$ cat src/rtl/y86_pkg.sv
// Shared Y86-64 definitions: status codes, icodes, register IDs and the W bubble.
// Latency: n/a (constants and a helper function only).
// Backpressure: n/a.
package y86_pkg;

   // Processor status codes carried down the pipeline with each instruction.
   typedef enum logic [2:0] {
      STAT_AOK = 3'd1,
      STAT_HLT = 3'd2,
      STAT_ADR = 3'd3,
      STAT_INS = 3'd4
   } stat_e;

   // Instruction codes.
   typedef enum logic [3:0] {
      I_HALT   = 4'h0,
      I_NOP    = 4'h1,
      I_RRMOVQ = 4'h2,
      I_IRMOVQ = 4'h3,
      I_RMMOVQ = 4'h4,
      I_MRMOVQ = 4'h5,
      I_OPQ    = 4'h6,
      I_JXX    = 4'h7,
      I_CALL   = 4'h8,
      I_RET    = 4'h9,
      I_PUSHQ  = 4'hA,
      I_POPQ   = 4'hB
   } icode_e;

   localparam logic [3:0] RNONE   = 4'hF;
   localparam logic [3:0] REG_RSP = 4'h4;

   // Bubble loaded into W: a NOP that reports AOK and writes nothing.
   // Destination fields of the bubble are the all-ones RNONE of whatever width is used.
   localparam logic [2:0] W_BUBBLE_STAT  = STAT_AOK;
   localparam logic [3:0] W_BUBBLE_ICODE = I_NOP;

   // True for the statuses that stop the machine.
   function automatic logic is_stop_stat(input logic [2:0] stat);
      return (stat == STAT_HLT) || (stat == STAT_ADR) || (stat == STAT_INS);
   endfunction

endpackage

$ cat src/rtl/y86_regfile.sv
// Register file: two write ports (M beats E on a shared destination), two bypassed reads, flat dump.
// Latency: write lands on the edge; reads are combinational with same-cycle bypass of the pending write.
// Backpressure: none; the caller gates writes with we.
// Ports: clk/rst (sync, active-high); we; dstE/valE and dstM/valM write ports;
//        srcA/srcB -> rd_valA/rd_valB bypassed reads; reg_dump architectural state, reg i at [i*DATA_W +: DATA_W].
module y86_regfile
   import y86_pkg::*;
#(
   parameter int                NUM_REGS = 15,
   parameter int                DATA_W   = 64,
   parameter int                REG_ID_W = 4,
   parameter logic [DATA_W-1:0] RSP_INIT = '0
) (
   input  logic                         clk,
   input  logic                         rst,
   input  logic                         we,
   input  logic [REG_ID_W-1:0]          dstE,
   input  logic [DATA_W-1:0]            valE,
   input  logic [REG_ID_W-1:0]          dstM,
   input  logic [DATA_W-1:0]            valM,
   input  logic [REG_ID_W-1:0]          srcA,
   input  logic [REG_ID_W-1:0]          srcB,
   output logic [DATA_W-1:0]            rd_valA,
   output logic [DATA_W-1:0]            rd_valB,
   output logic [NUM_REGS*DATA_W-1:0]   reg_dump
);

   localparam logic [REG_ID_W-1:0] RNONE_ID = '1;

   logic [DATA_W-1:0] regs_q [NUM_REGS];

   // IDs at or above NUM_REGS name no register; RNONE is excluded explicitly in case
   // NUM_REGS fills the whole ID space.
   function automatic logic id_ok(input logic [REG_ID_W-1:0] id);
      return (id != RNONE_ID) && (int'(id) < NUM_REGS);
   endfunction

   logic weE, weM;
   assign weE = we && id_ok(dstE);
   assign weM = we && id_ok(dstM);

   always_ff @(posedge clk) begin
      if (rst) begin
         for (int i = 0; i < NUM_REGS; i++) begin
            regs_q[i] <= (REG_ID_W'(i) == REG_ID_W'(REG_RSP)) ? RSP_INIT : '0;
         end
      end else begin
         for (int i = 0; i < NUM_REGS; i++) begin
            // M checked first so popq %rsp keeps the loaded value, not the incremented pointer.
            if (weM && dstM == REG_ID_W'(i)) begin
               regs_q[i] <= valM;
            end else if (weE && dstE == REG_ID_W'(i)) begin
               regs_q[i] <= valE;
            end
         end
      end
   end

   for (genvar g = 0; g < NUM_REGS; g++) begin : g_dump
      assign reg_dump[g*DATA_W +: DATA_W] = regs_q[g];
   end

   // Decode sees the value W is about to write, with the same M-over-E priority as the array.
   function automatic logic [DATA_W-1:0] read_port(input logic [REG_ID_W-1:0]        src,
                                                    input logic [NUM_REGS*DATA_W-1:0] dump);
      if (!id_ok(src))                return '0;
      else if (weM && src == dstM)    return valM;
      else if (weE && src == dstE)    return valE;
      else                            return dump[int'(src)*DATA_W +: DATA_W];
   endfunction

   assign rd_valA = read_port(srcA, reg_dump);
   assign rd_valB = read_port(srcB, reg_dump);

endmodule

$ cat src/rtl/y86_wb_regfile.sv
// Write-back stage: W pipeline register with stall/bubble, sticky halt, and the register file it writes.
// Latency: m_* captured on edge 1, bypass-visible after edge 1, architectural after edge 2.
// Backpressure: W_stall holds W (and repeats its write); W_bubble replaces it with a NOP; stall wins.
// Ports: clk/rst (sync, active-high); W_stall/W_bubble control; m_stat/m_icode/m_dstE/m_valE/m_dstM/m_valM
//        from memory; srcA/srcB -> rd_valA/rd_valB for decode; W_stat/W_icode/halted status; reg_dump.
module y86_wb_regfile
   import y86_pkg::*;
#(
   parameter int                DATA_W   = 64,
   parameter int                NUM_REGS = 15,
   parameter int                REG_ID_W = 4,
   parameter logic [DATA_W-1:0] RSP_INIT = '0
) (
   input  logic                         clk,
   input  logic                         rst,
   input  logic                         W_stall,
   input  logic                         W_bubble,
   input  logic [2:0]                   m_stat,
   input  logic [3:0]                   m_icode,
   input  logic [REG_ID_W-1:0]          m_dstE,
   input  logic [DATA_W-1:0]            m_valE,
   input  logic [REG_ID_W-1:0]          m_dstM,
   input  logic [DATA_W-1:0]            m_valM,
   input  logic [REG_ID_W-1:0]          srcA,
   input  logic [REG_ID_W-1:0]          srcB,
   output logic [DATA_W-1:0]            rd_valA,
   output logic [DATA_W-1:0]            rd_valB,
   output logic [2:0]                   W_stat,
   output logic [3:0]                   W_icode,
   output logic                         halted,
   output logic [NUM_REGS*DATA_W-1:0]   reg_dump
);

   logic [2:0]          w_stat_q,  w_stat_d;
   logic [3:0]          w_icode_q, w_icode_d;
   logic [REG_ID_W-1:0] w_dstE_q,  w_dstE_d;
   logic [DATA_W-1:0]   w_valE_q,  w_valE_d;
   logic [REG_ID_W-1:0] w_dstM_q,  w_dstM_d;
   logic [DATA_W-1:0]   w_valM_q,  w_valM_d;
   logic                halted_q,  halted_d;
   logic                wr_en;

   // A faulting instruction never writes, and nothing writes once stopped.
   assign wr_en = (w_stat_q == STAT_AOK) && !halted_q;

   always_comb begin
      w_stat_d  = w_stat_q;
      w_icode_d = w_icode_q;
      w_dstE_d  = w_dstE_q;
      w_valE_d  = w_valE_q;
      w_dstM_d  = w_dstM_q;
      w_valM_d  = w_valM_q;
      halted_d  = halted_q || is_stop_stat(w_stat_q);
      if (W_stall) begin
         // hold
      end else if (W_bubble) begin
         w_stat_d  = W_BUBBLE_STAT;
         w_icode_d = W_BUBBLE_ICODE;
         w_dstE_d  = '1;
         w_valE_d  = '0;
         w_dstM_d  = '1;
         w_valM_d  = '0;
      end else begin
         w_stat_d  = m_stat;
         w_icode_d = m_icode;
         w_dstE_d  = m_dstE;
         w_valE_d  = m_valE;
         w_dstM_d  = m_dstM;
         w_valM_d  = m_valM;
      end
   end

   always_ff @(posedge clk) begin
      if (rst) begin
         w_stat_q  <= W_BUBBLE_STAT;
         w_icode_q <= W_BUBBLE_ICODE;
         w_dstE_q  <= '1;
         w_valE_q  <= '0;
         w_dstM_q  <= '1;
         w_valM_q  <= '0;
         halted_q  <= 1'b0;
      end else begin
         w_stat_q  <= w_stat_d;
         w_icode_q <= w_icode_d;
         w_dstE_q  <= w_dstE_d;
         w_valE_q  <= w_valE_d;
         w_dstM_q  <= w_dstM_d;
         w_valM_q  <= w_valM_d;
         halted_q  <= halted_d;
      end
   end

   assign W_stat  = w_stat_q;
   assign W_icode = w_icode_q;
   assign halted  = halted_q;

   y86_regfile #(
      .NUM_REGS (NUM_REGS),
      .DATA_W   (DATA_W),
      .REG_ID_W (REG_ID_W),
      .RSP_INIT (RSP_INIT)
   ) u_regfile (
      .clk      (clk),
      .rst      (rst),
      .we       (wr_en),
      .dstE     (w_dstE_q),
      .valE     (w_valE_q),
      .dstM     (w_dstM_q),
      .valM     (w_valM_q),
      .srcA     (srcA),
      .srcB     (srcB),
      .rd_valA  (rd_valA),
      .rd_valB  (rd_valB),
      .reg_dump (reg_dump)
   );

endmodule

$ cat config.mk
export PLATFORM = sky130hd
export DESIGN_NAME = y86_wb_regfile
export DESIGN_NICKNAME = d
export VERILOG_FILES = /design/src/rtl/y86_pkg.sv /design/src/rtl/y86_regfile.sv /design/src/rtl/y86_wb_regfile.sv
export SDC_FILE = /design/constraint.sdc
export NUM_CORES = 2
export LEC_CHECK = 0
export CORE_AREA = 2 2 490 492
export CTS_BUF_LIST = sky130_fd_sc_hd__clkbuf_4 sky130_fd_sc_hd__clkbuf_8
export CTS_CLUSTER_SIZE = 25
export DETAILED_ROUTE_END_ITERATION = 16
export DIE_AREA = 0 0 492 494
export SYNTH_ARGS = -nofsm -noshare
export SYNTH_HDL_FRONTEND = slang
export SYNTH_SLANG_ARGS = --single-unit
$ cat constraint.sdc
create_clock -name clk -period 6.7 [get_ports clk]
set_input_delay 1.34 -clock clk [delete_from_list [all_inputs] [get_ports clk]]
set_output_delay 1.34 -clock clk [all_outputs]
set_load 0.01 [all_outputs]
== Word-level counts from Yosys, hierarchy flattened ==
Memories as Yosys holds them, arrays and structs flattened.
Index checks and enable logic that the tools add are counted.

* Output and inout bits: 1096
* Input bits: 155
* Logic and storage cells: 280
* Flip-flop bits (word level): 144
* RAM bits: 960
* Memories kept: 1

{| class="wikitable"
|+ Memories
! name !! words !! bits a word !! rd ports !! clocked after Yosys merged registers in !! wr ports !! line !! source
|-
| u_regfile.regs_q || 15 || 64 || 15 || 0 || 15 || y86_regfile.sv:30 || <nowiki>logic [DATA_W-1:0] regs_q [NUM_REGS];</nowiki>
|}

* Bitwise logic cells: 30
* Reduce and logical (&&, ||, !) cells: 47
* Order comparisons: 4
* Mux-type cells: 149
* Eq/ne operators: 40
* Shift operators: 2

{| class="wikitable"
|+ Operators with widths
! operator !! number
|-
| 2-to-1 mux 64 bit || 38
|-
| variable part select 960 x 11 -> 64 bit || 2
|-
| 2-to-1 mux 1 bit || 107
|-
| == test 4 bit (second input constant) || 14
|-
| logical AND 1 bit || 41
|-
| == test 4 x 3 -> 1 bit (second input constant) || 8
|-
| bitwise OR 1 bit || 30
|-
| == test 4 x 2 -> 1 bit (second input constant) || 4
|-
| == test 4 bit || 4
|-
| less-than comparator 4 bit (second input constant) || 4
|-
| != test 4 bit (second input constant) || 4
|-
| 2-to-1 mux 4 bit || 3
|-
| == test 4 x 1 -> 1 bit (second input constant) || 2
|-
| logical NOT 4 bit || 2
|-
| == test 3 x 2 -> 1 bit (second input constant) || 2
|-
| == test 3 x 1 -> 1 bit (second input constant) || 1
|-
| == test 3 bit (second input constant) || 1
|-
| logical OR 1 bit || 3
|-
| 2-to-1 mux 3 bit || 1
|-
| logical NOT 1 bit || 1
|}

== Logic depth before layout (Yosys ltp) ==
* Word-level depth: 9
* Depth in mapped cells: 10
* Mapped depth without buffers: 5

== Hierarchy ==
From an unflattened synthesis, not the netlist that was laid out.

* Cells, all modules: 5609
* Area, all modules: 64785.9 um^2

{| class="wikitable"
|+ Modules (own cells, without submodules)
! module !! seq. area each (um^2) !! area an instance (um^2) !! instances !! cells each
|-
| y86_regfile || 28827.6 || 59046.6 || 1 || 4969
|-
| y86_wb_regfile || 2882.8 || 5739.3 || 1 || 640
|}

== Worst setup path after synthesis ==
Ideal clock, no wire load.

* Kind: input to register
* Start point: in rst
* End point: mem u_regfile.regs_q[2][0] (netlist: u_regfile.regs_q[0][128]) (enable)
* Path buffers: 1
* Required time: 6.126 ns
* Stages: 3
* Arrival time: 6.304 ns
* Setup slack: -0.178 ns
* Setup time: 0.574 ns
* Cell sequence: or3_1 clkbuf_1 o21ai_0

{| class="wikitable"
|+ RTL lines
! what !! line !! source
|-
| start, declared || y86_wb_regfile.sv:15 || <nowiki>input logic rst,</nowiki>
|-
| end, declared || y86_regfile.sv:30 ||
|}

== Worst setup path in the final report ==
* Start point: reg w_stat_q[1] (netlist: W_stat[1])
* End point: out rd_valA[34]

* Cells in the longest elaborated chain, start to end: 7
* Elaborated cells between the ends (all ways): 9
* Those cells by class: eq/ne (1); mux (3); reduce/logical (5)

{| class="wikitable"
|+ Ends and longest elaborated chain
! what !! line !! source
|-
| start, declared || y86_wb_regfile.sv:34 || <nowiki>logic [2:0] w_stat_q, w_stat_d;</nowiki>
|-
| start signal, assigned || y86_wb_regfile.sv:83 || <nowiki>w_stat_q <= w_stat_d;</nowiki>
|-
| == test 3 x 1 -> 1 bit (*) || y86_wb_regfile.sv:44 || <nowiki>assign wr_en = (w_stat_q == STAT_AOK) && !halted_q;</nowiki>
|-
| logical AND 1 bit (*) || y86_wb_regfile.sv:44 ||
|-
| logical AND 1 bit || y86_regfile.sv:39 || <nowiki>assign weE = we && id_ok(dstE);</nowiki>
|-
| logical AND 1 bit || y86_regfile.sv:68 || <nowiki>else if (weE && src == dstE) return valE;</nowiki>
|-
| 2-to-1 mux 64 bit || y86_regfile.sv:68 ||
|-
| 2-to-1 mux 64 bit (*) || y86_regfile.sv:67 || <nowiki>else if (weM && src == dstM) return valM;</nowiki>
|-
| 2-to-1 mux 64 bit (*) || y86_regfile.sv:66 || <nowiki>if (!id_ok(src)) return '0;</nowiki>
|-
| end, declared || y86_wb_regfile.sv:26 || <nowiki>output logic [DATA_W-1:0] rd_valA,</nowiki>
|}

Mark *: on every way between the ends. The rest lies on a longest branch, timed or not.

==> flow_summary.json <==
{
  "netlist_area_um2": 64200,
  "drt_iter0_drc": 11300,
  "fin_tns_setup_ns": 0,
  "yosysWarnings": 0,
  "irDropWorstVdd_uv": 162,
  "crit_type": "reg2out",
  "start_kind": "flop",
  "relSlewSlack_pct": 20.7,
  "hold_path.class": "reg2reg",
  "rrSetupSlack_ns": 2.15,
  "synth_seq_cells": 1104,
  "fillCellCount": 23200,
  "critPathMaxStageDelay_ns": 0.84,
  "gp_congestion": 0.923,
  "numCtsBuffers": 204,
  "synthDistinctLibCells": 63,
  "synthCells": 5486,
  "totalPowerFinal_mw": 19.0,
  "vias": 63500,
  "cts_root_buf": "clkbuf_8",
  "fp.dieW_um": 492,
  "drc": 0,
  "clk_latency_ns": 1.02,
  "worstSetupStartpoint": "W_stat[1]$_SDFFE_PP0N_",
  "cts_max_level": 4,
  "fin_nets": 6567,
  "max_cap_violations": 0,
  "required_ns": 5.36,
  "netlist_top_cells_area": "edfxtp_1 45%, mux2i_1 8.5%, a22o_1 7.9%",
  "p_leak_nw": 30.1,
  "multiInputGateArea_um2": 29500,
  "postRouteAntennaNets": 0,
  "finalHoldViolations": 0,
  "synth_top_family_by_area": "compound AO/OA/AOI/OAI gates",
  "via_per_inst": 6.49,
  "clkTransAtPathRegs_ns": 0.07,
  "die-area_um2": 243000,
  "finalCritPeriodShare_pct": 97.2,
  "grt_overflow": 0,
  "syn_avg_cell_area_um2": 11.7,
  "cts_tree": "done",
  "synth_top_area_share_pct": 44.9,
  "final_common_cell": "clkdlybuf4s50_1",
  "layout-drive-gt1-share_pct": 16.1,
  "period_needed_ns": 6.51,
  "clk_path_buf_depth": 3,
  "path_max_fanout": 27,
  "grt_usage_pct": 33.3,
  "synth_edf_count": 960,
  "synthFlopType": "edfxtp_1",
  "seq_area_um2": 31700,
  "critPathCapture": "rd_valA[34]",
  "grt_pass1_wl_mm": 554,
  "path_cells": "nor4b_2 -> buf_4 -> o21a_4 -> and2_4 -> buf_12 -> a311oi_1 -> o31ai_1 -> clkdlybuf4s50_1",
  "synthMuxAreaShare_pct": 17.7,
  "skew_ns": 0.0592,
  "ys_seq_area_share_pct": 49.4,
  "rr_worst_depth": 6,
  "cellPowerDensity_nw_per_um2": 224,
  "yosysTopAreaCell": "edfxtp_1",
  "synth_compound_gate_area_share_pct": 20.0,
  "antenna_found_initial": 33,
  "syn-num-nets": 5641,
  "rr_startpoint": "W_stat[1]$_SDFFE_PP0N_",
  "synthAdderAreaFrac_pct": 0,
  "tightest_slew_ns": 1.19,
  "cts.repair.resized": 0,
  "status": "finished clean",
  "cts_sinks": 1104,
  "crit_arrival_ns": 5.17,
  "slowest_stage": "o31ai_1",
  "setup_viol": 0,
  "die-height_um": 494,
  "areaGrowthSynthToFinish_pct": 32.0,
  "io_buffers": 1250,
  "grt_pass1_vias": 59400,
  "synth-xor-area-share_pct": 0.191,
  "crit_family": "compound AO/OA/AOI/OAI gates",
  "pin_count": 1251,
  "wl_per_cell_um": 43.6,
  "synth-async-reset-ratio_pct": 0,
  "end_kind": "primary output",
  "core_area_um2": 237000,
  "r2r-end": "u_regfile.regs_q[0][93]$_SDFFCE_PN0P_",
  "start_util_pct": 27.0,
  "ctsHoldBuffers": 0,
  "mostFrequentLayoutCells": "1230 x clkdlybuf4s50_1, 960 x edfxtp_1, 576 x a22o_1",
  "dp_hpwl_mm": 288,
  "grt_max_degree": 115,
  "fmax_ghz": 0.154,
  "drv_slew": 0,
  "fp-row-count": 179,
  "post_synth_and_or_nand_nor_area_fraction_pct": 7.34,
  "path_buf_inv": 3,
  "drt-total-wl_mm": 426,
  "cp.depth": 8,
  "postCtsSetupBuffers": 0,
  "first_pass_iters": 8,
  "rsz0062_at_grt": "false"
}
cells in the mapped netlist, drive strengths merged, types with 23 or more instances:
cell and number:
edfxtp 960, a22o 576, mux2i 545, clkbuf 478, nand2 434, nor2 293, buf 272, a22oi 212
mux4 197, a21oi 163, o21ai 158, dfxtp 144, mux2 128, o221ai 120, nor2b 115, o22ai 99
inv 76, o221a 65, a221o 48, a211oi 47, nand3b 44, a311oi 42, and3 39, o41ai 38
nor4 36, o31ai 27, nor3 23
tightest hold or removal path, stage by stage, from the launching register on:
cell     delay (ns)
dfxtp_1        0.34
o22ai_1        0.08
nand2_1        0.06
sequential cells by signal, summed over array words and instances (netlist names):
name and flops:
W_stat 3, w_dstE_q 4, w_valM_q 64, halted 1, w_valE_q 64, u_regfile.regs_q 960, w_dstM_q 4, W_icode 4
per-stage QoR:
| step | cells | area [um^2] | utilization (%) | worst slack [ns] | hold slack (ns) |
|---|---|---|---|---|---|
| global route | 9766 | 84800 | 35.7 | 0.149 | 0.538 |
| finish | 9774 | 84800 | 35.7 | 0.190 | 0.513 |
| detailed placement | 9373 | 80200 | 33.8 | 0.739 | 0.483 |
| floorplan | 5486 | 64200 | - | 0.252 | 0.521 |
| global placement | 9373 | 80200 | 33.8 | 0.690 | 0.477 |
| CTS | 9759 | 84700 | 35.7 | 0.282 | 0.498 |
cell families after synthesis:
group	count (synthesis)
compound gates	1651
xor+xnor	14
buf+inv	827
flops	1104
mux	870
simple gates	1020
layout make-up:
| type | instances | area share (%) |
|---|---|---|
| Sequential cell | 1104 | 37.4 |
| Multi-Input combinational cell | 3555 | 34.8 |
| Timing Repair Buffer | 1470 | 17.4 |
| Tap cell | 3167 | 4.67 |
| Clock buffer | 312 | 4.53 |
| Clock inverter | 74 | 0.766 |
| Inverter | 77 | 0.341 |
| Antenna cell | 15 | 0.0443 |
worst min-delay path by stage:
stage | start | to | slack, ns | cells after the start
after detailed placement | W_icode[0]$_SDFFE_PP1N_ | W_icode[0]$_SDFFE_PP1N_ | 0.48 | 2
after global routing | W_icode[0]$_SDFFE_PP1N_ | W_icode[0]$_SDFFE_PP1N_ | 0.54 | 2
after floorplan | W_icode[0]$_SDFFE_PP1N_ | W_icode[0]$_SDFFE_PP1N_ | 0.52 | 2
after CTS | W_icode[0]$_SDFFE_PP1N_ | W_icode[0]$_SDFFE_PP1N_ | 0.50 | 2
after global placement | W_icode[0]$_SDFFE_PP1N_ | W_icode[0]$_SDFFE_PP1N_ | 0.48 | 2
final | W_icode[0]$_SDFFE_PP1N_ | W_icode[0]$_SDFFE_PP1N_ | 0.51 | 2
layer usage:
metal	routed length [um]	GRT usage, %
met1	146000	39.8
met2	177000	48.2
met3	70100	15.6
met4	32500	20.9
met5	286	0.333
report_power, final:
group,switching (mW),total (mW),internal (mW),leakage [nW]
clock,3.32,7.31,3.99,2.41
sequential,0.562,8.36,7.80,11.1
combinational,1.99,3.35,1.36,16.5
total,5.86,19.0,13.1,30.1
(Power assumes the default switching activity.)
